<file path="config.mk">
export PLATFORM = sky130hd
export DESIGN_NAME = br_resolve_q
export DESIGN_NICKNAME = d
export VERILOG_FILES = /design/src/rtl/br_resolve_q.sv
export SDC_FILE = /design/constraint.sdc
export NUM_CORES = 1
export LEC_CHECK = 0
export ABC_AREA = 0
export ABC_CLOCK_PERIOD_IN_PS = 4910
export CAP_MARGIN = 20
export CORE_MARGIN = 2
export CORE_UTILIZATION = 52
export DETAILED_ROUTE_END_ITERATION = 8
export GPL_ROUTABILITY_DRIVEN = 1
export HOLD_SLACK_MARGIN = 0.06
export PLACE_DENSITY = 0.82
export RECOVER_POWER = 50
export SYNTH_ARGS = -nofsm -noshare
export SYNTH_HDL_FRONTEND = slang
export SYNTH_SLANG_ARGS = --single-unit
</file>
<file path="constraint.sdc">
create_clock -name clock -period 4.91 [get_ports clock]
set_input_delay 0.982 -clock clock [delete_from_list [all_inputs] [get_ports clock]]
set_output_delay 0.982 -clock clock [all_outputs]
set_load 0.02 [all_outputs]
</file>
<file path="src/rtl/br_resolve_q.sv">
// br_resolve_q -- retire-side branch resolution queue.
//
// Predicted branches are allocated in program order at the tail, resolved
// out of order by execute, and retired in order from the head. Each retire
// drives the branch predictor update interface (rt_*). A mispredicted retire
// raises mispredict_flush with the recovery PC; on the edge that ends the
// flush cycle every entry is freed and the tail is pulled back to the head.
//
// Optional feature macro: BRQ_TARGET_CHECK_EN
//   defined   : a taken branch is correct only if its target equals the
//               fetch-time predicted PC (alloc_pred_pc is stored per entry).
//   undefined : correctness compares direction only; alloc_pred_pc unused.
//
// Ports:
//   clock, reset                 clock, synchronous active-high reset
//   alloc_* / alloc_tag          allocation request and granted entry (= tail)
//   full, count                  occupancy status
//   ex_valid/ex_tag/ex_taken/ex_target   resolution from execute
//   rt_*                         registered BP update strobe and attributes
//   mispredict_flush/_pc         registered flush pulse and recovery PC

`ifndef OBQ_SIZE
`define OBQ_SIZE 16
`endif

module br_resolve_q #(
  parameter int BRQ_SIZE  = 8,
  parameter int OBQ_IDX_W = $clog2(`OBQ_SIZE) + 1
) (
  input  logic                        clock,
  input  logic                        reset,
  input  logic                        alloc_en,
  input  logic [31:0]                 alloc_pc,
  input  logic                        alloc_cond,
  input  logic                        alloc_direct,
  input  logic                        alloc_pred_taken,
  input  logic [31:0]                 alloc_pred_pc,
  input  logic [OBQ_IDX_W-1:0]        alloc_obq_index,
  output logic [$clog2(BRQ_SIZE)-1:0] alloc_tag,
  output logic                        full,
  output logic [$clog2(BRQ_SIZE):0]   count,
  input  logic                        ex_valid,
  input  logic [$clog2(BRQ_SIZE)-1:0] ex_tag,
  input  logic                        ex_taken,
  input  logic [31:0]                 ex_target,
  output logic                        rt_en_branch,
  output logic                        rt_cond_branch,
  output logic                        rt_direct_branch,
  output logic                        rt_branch_taken,
  output logic                        rt_prediction_correct,
  output logic [31:0]                 rt_pc,
  output logic [31:0]                 rt_calculated_pc,
  output logic [OBQ_IDX_W-1:0]        rt_branch_index,
  output logic                        mispredict_flush,
  output logic [31:0]                 mispredict_pc
);

  localparam int TW = $clog2(BRQ_SIZE);
  localparam logic [TW:0] PTR_ONE = 1;

  typedef enum logic [1:0] {ST_FREE, ST_WAIT, ST_DONE} entry_state_e;

  entry_state_e         state_q      [BRQ_SIZE];
  logic [31:0]          pc_q         [BRQ_SIZE];
  logic                 cond_q       [BRQ_SIZE];
  logic                 direct_q     [BRQ_SIZE];
  logic                 pred_taken_q [BRQ_SIZE];
  logic [OBQ_IDX_W-1:0] obq_q        [BRQ_SIZE];
  logic                 taken_q      [BRQ_SIZE];
  logic [31:0]          target_q     [BRQ_SIZE];
`ifdef BRQ_TARGET_CHECK_EN
  logic [31:0]          pred_pc_q    [BRQ_SIZE];
`else
  logic                 unused_pred_pc;
  assign unused_pred_pc = ^alloc_pred_pc;
`endif

  logic [TW:0]   head_q, tail_q;
  logic [TW-1:0] head_idx, tail_idx;
  logic          empty, do_retire, do_alloc, do_resolve, hd_correct;
  logic [31:0]   hd_calc_pc;

  assign head_idx  = head_q[TW-1:0];
  assign tail_idx  = tail_q[TW-1:0];
  assign empty     = (head_q == tail_q);
  assign full      = (head_idx == tail_idx) && (head_q[TW] != tail_q[TW]);
  assign count     = tail_q - head_q;
  assign alloc_tag = tail_idx;

  always_comb begin
    hd_calc_pc = taken_q[head_idx] ? target_q[head_idx] : pc_q[head_idx] + 32'd4;
    hd_correct = (taken_q[head_idx] == pred_taken_q[head_idx]);
`ifdef BRQ_TARGET_CHECK_EN
    if (taken_q[head_idx] && (target_q[head_idx] != pred_pc_q[head_idx]))
      hd_correct = 1'b0;
`endif
  end

  // While mispredict_flush is high the squash is pending on this edge, so
  // nothing retires and nothing allocates. An alloc alongside a mispredicted
  // retire is dropped since it would be squashed on the next edge anyway.
  assign do_retire  = !mispredict_flush && !empty && (state_q[head_idx] == ST_DONE);
  assign do_alloc   = alloc_en && !full && !mispredict_flush && !(do_retire && !hd_correct);
  // A slot being allocated this cycle is FREE, so a resolve to it never matches.
  assign do_resolve = ex_valid && (state_q[ex_tag] == ST_WAIT);

  always_ff @(posedge clock) begin
    if (reset) begin
      head_q                <= '0;
      tail_q                <= '0;
      for (int unsigned i = 0; i < BRQ_SIZE; i++) state_q[TW'(i)] <= ST_FREE;
      rt_en_branch          <= 1'b0;
      rt_cond_branch        <= 1'b0;
      rt_direct_branch      <= 1'b0;
      rt_branch_taken       <= 1'b0;
      rt_prediction_correct <= 1'b0;
      rt_pc                 <= '0;
      rt_calculated_pc      <= '0;
      rt_branch_index       <= '0;
      mispredict_flush      <= 1'b0;
      mispredict_pc         <= '0;
    end else begin
      rt_en_branch     <= 1'b0;
      mispredict_flush <= 1'b0;
      if (do_alloc) begin
        state_q[tail_idx] <= ST_WAIT;
        tail_q            <= tail_q + PTR_ONE;
      end
      if (do_resolve) state_q[ex_tag] <= ST_DONE;
      if (do_retire) begin
        state_q[head_idx]     <= ST_FREE;
        head_q                <= head_q + PTR_ONE;
        rt_en_branch          <= 1'b1;
        rt_cond_branch        <= cond_q[head_idx];
        rt_direct_branch      <= direct_q[head_idx];
        rt_branch_taken       <= taken_q[head_idx];
        rt_prediction_correct <= hd_correct;
        rt_pc                 <= pc_q[head_idx];
        rt_calculated_pc      <= hd_calc_pc;
        rt_branch_index       <= obq_q[head_idx];
        mispredict_flush      <= !hd_correct;
        mispredict_pc         <= hd_calc_pc;
      end
      if (mispredict_flush) begin
        for (int unsigned i = 0; i < BRQ_SIZE; i++) state_q[TW'(i)] <= ST_FREE;
        tail_q <= head_q;
      end
    end
  end

  always_ff @(posedge clock) begin
    if (do_alloc) begin
      pc_q[tail_idx]         <= alloc_pc;
      cond_q[tail_idx]       <= alloc_cond;
      direct_q[tail_idx]     <= alloc_direct;
      pred_taken_q[tail_idx] <= alloc_pred_taken;
      obq_q[tail_idx]        <= alloc_obq_index;
`ifdef BRQ_TARGET_CHECK_EN
      pred_pc_q[tail_idx]    <= alloc_pred_pc;
`endif
    end
    if (do_resolve) begin
      taken_q[ex_tag]  <= ex_taken;
      target_q[ex_tag] <= ex_target;
    end
  end

endmodule

</file>
==> flow_summary.yaml <==
run_status:
  status: "complete, but fails checks"
  violations: "max-capacitance violations, max-slew violations"
synthesis:
  synth_fa_ha_area_frac: 0.003505
  synth_area_mm2: 0.02713
  ys_warn_count: 0
  synth_top_family_by_area: "multiplexers"
  synth_edf_count: 584
  muxShareOfSynthArea: 0.1429
  synth_compound_area_frac: 0.04815
  synth_top_area_cell: "edfxtp_1"
  syn_avg_cell_area_um2: 18.34
  synth_nets: 1598
  yosys.area_share.xor_xnor: 0.008348
  syn_inst: 1479
  ys_seq_elements: 686
  synth-main-ff-cell: "edfxtp_1"
  async_flop_share: 0
  synth-simple-area-share: 0.04640
  ys_types: 78
  seq_area_frac_synth: 0.7217
  synth_top_area_share: 0.6465
  synthTopCellsByArea: "edfxtp_1 (65%), mux4_2 (10%), dfxtp_1 (7.5%)"
setup_path:
  path_buf_inv: 2
  crit_path_end_kind: "flop"
  crit_type: "reg -> reg"
  start_kind: "flop"
  cp_slowest_cell: "and2_1"
  critPathRequiredTime_ns: 5.45
  cp.arrival_ns: 4.67
  path_cells: "inv_1 > ha_1 > and3_1 > a211o_1 > o22ai_4 > buf_4 > and2_1 > o21ai_0 > a21oi_1 > a21o_1"
  critPathMaxStageDelay_ns: 0.74
  crit_fanout: 28
  cpLargestDelayFamily: "compound AO/OA/AOI/OAI gates"
grt:
  grt_first_pass_wirelength_um: 95320
  antenna_found_initial: 17
  grt_overflow_total: 0
  grtUsageMet2: 0.3865
  grt_pass1_vias: 15270
  grt_max_degree: 63
  grtUsageTotal: 0.2402
  gr-usage-met1: 0.3172
  met3_usage: 0.05502
  grt.busiest_layer: "met2"
floorplanning:
  dieArea_mm2: 0.05401
  ios: 227
  coreArea_mm2: 0.05141
  die_w_um: 232.4
  fp.dieH_um: 232.4
  start_util: 0.5277
  row_count: 83
timing:
  fin_tns_setup_ns: 0
  fin_skew_ns: 0.01337
  rsz0062_at_grt: "no"
  drv_slew: 68
  finalSetupViolCount: 0
  worst_pin_slew_ns: 2.457
  slew_headroom: -0.6382
  whs_ns: 0.4625
  post-route-period-util: 0.8421
  post-route-min-period_ns: 4.135
  clock.fmax_mhz: 241.8
  hold_viol: 0
place:
  dp_hpwl_um: 38230
  gp_congestion: 0.9135
  io_buffers: 194
final_layout:
  final-seq-area_mm2: 0.01959
  area_growth_syn_to_layout_pct: 17.92
  nets: 1795
  nFillCells: 3461
  drive_above_1_share: 0.1806
  multi_input_area_mm2: 0.006845
cts:
  clkTransAtPathRegs_ns: 0.06
  clock_latency_ns: 0.59
  ctsResizeCount: 0
  cts_tree: "built"
  clockBufferDepth: 3
  cts.sinks: 686
  htreeDepth: 3
  cts_setup_buffers: 0
  cts_made_buffers: 68
  cts_hold_buf: 0
  cts-root-buf: "clkbuf_16"
flow_run:
  cap_viol_max_count: 2
detailed_routing:
  drc: 0
  drt-initial-drc-count: 1853
  via_count: 14970
  first_pass_iters: 5
  wl_per_cell_um: 26.58
  drtAntennaViolNets: 0
  via_per_inst: 6.195
  routed_wl_um: 64220
pwr:
  switching_share: 0.1981
  clkPwrFrac: 0.436
  leakage_nw: 10.41
  netSwitchingPower_mw: 2.413
  pwr_density_cell_mw_per_mm2: 380.9
  power.internal_mw: 9.770
  power_frac_comb: 0.036
  vdd_drop_max_mv: 0.2227
  pwr-share-seq: 0.528
min_path:
  worst_hold_path_type: "reg -> reg"
-- power groups by stage --
| stage | clock (mW) | sequential (mW) | combinational [mW] |
|---|---|---|---|
| 2_1_floorplan | 0 | 6.55 | 0.202 |
| 3_3_place_gp | 0 | 6.55 | 0.421 |
| 3_5_place_dp | 0 | 6.56 | 0.437 |
| 4_1_cts | 5.37 | 6.43 | 0.442 |
| 5_1_grt | 5.59 | 6.44 | 0.462 |
| 6_report | 5.31 | 6.44 | 0.434 |
-- cells in the mapped netlist (all sizes together) (9+ instances only) --
cell type  instances
nand2b            12
dfxtp            102
a21oi             24
mux4             134
and2              13
a22o              19
clkbuf            22
and3               9
o21ai             22
a221oi            14
inv               23
a211oi            47
nor3              19
edfxtp           584
nor2              83
nand3             17
buf               90
mux2i             71
xnor2             13
nand2             44
xor2              12
-- metrics by stage --
stage          setup WS (ns)    util  instance area, um^2  total power [mW]  cells
6_report              0.7751  0.6223                31990             12.18   2416
5_1_grt               0.5963  0.6222                31980             12.49   2414
4_1_cts               0.9300  0.6223                31990             12.25   2408
3_5_place_dp          0.9870  0.5777                29700             6.995   2286
3_3_place_gp          0.9866  0.5777                29700             6.971   2286
2_1_floorplan         0.7913       -                27150             6.755   1479
-- kinds of logic (layout without fill, tap and decap cells) --
family / after synthesis / count (layout)
compound gates: 174 / 174
xor+xnor: 25 / 25
fa+ha+maj: 7 / 7
buf+inv: 135 / 384
flops: 686 / 686
mux: 213 / 213
other cells: 0 / 8
simple gates: 239 / 239
-- cell type report --
class,instances,share of cell area
Multi-Input combinational cell,658,0.2140
Timing Repair Buffer,239,0.07205
Clock inverter,19,0.008566
Clock buffer,103,0.06313
Inverter,23,0.002699
Antenna cell,8,0.0006258
Sequential cell,686,0.6123
Tap cell,680,0.02660
-- worst reg2reg max path: cells and delay by family (launching register included) --
| family | cells | cell delay (ns) |
|---|---|---|
| AOI/OAI and AO/OA | 5 | 1.50 |
| and+or+nand+nor | 2 | 0.97 |
| buffers and inverters | 2 | 0.64 |
| DFF | 1 | 0.61 |
| adders and majority gates | 1 | 0.37 |
-- worst paths after layout --
path            startpoint           endpoint  slack [ns]  cells after the start
max reg2reg      tail_q[0]  mispredict_pc[18]        0.78                     10
max              tail_q[0]  mispredict_pc[18]        0.78                     10
min          state_q[0][0]      state_q[0][0]        0.46                      2
min reg2reg  state_q[0][0]      state_q[0][0]        0.46                      2
-- registers in the layout, indices dropped and copies added (netlist names), 16 cells and up, named ones only --
name / cells
rt_pc: 32
state_q: 16
target_q: 256
obq_q: 40
pc_q: 256
mispredict_pc: 32
-- per-layer routing --
metal,part of all wire,routed length [um],up-vias
met5,0.0010,65,-
met4,0.036,2336,10
met3,0.093,5964,151
met2,0.49,31490,825
met1,0.38,24370,7664
li1,-,-,6316
-- layout by cell type (no fill, tap or decap), drive strengths merged, types with 9 or more instances in the layout --
cell type	synthesis	layout
dlygate4sd3	0	120
mux2i	71	71
clkbuf	22	105
edfxtp	584	584
clkinv	0	10
xor2	12	12
buf	90	44
mux4	134	134
nor3	19	19
dfxtp	102	102
a21oi	24	24
inv	23	23
nand2b	12	12
nand3	17	17
and2	13	13
a221oi	14	14
a211oi	47	47
a22o	19	19
nor2	83	83
xnor2	13	13
o21ai	22	22
and3	9	9
clkdlybuf4s50	0	73
nand2	44	44
(Power assumes the default switching activity.)
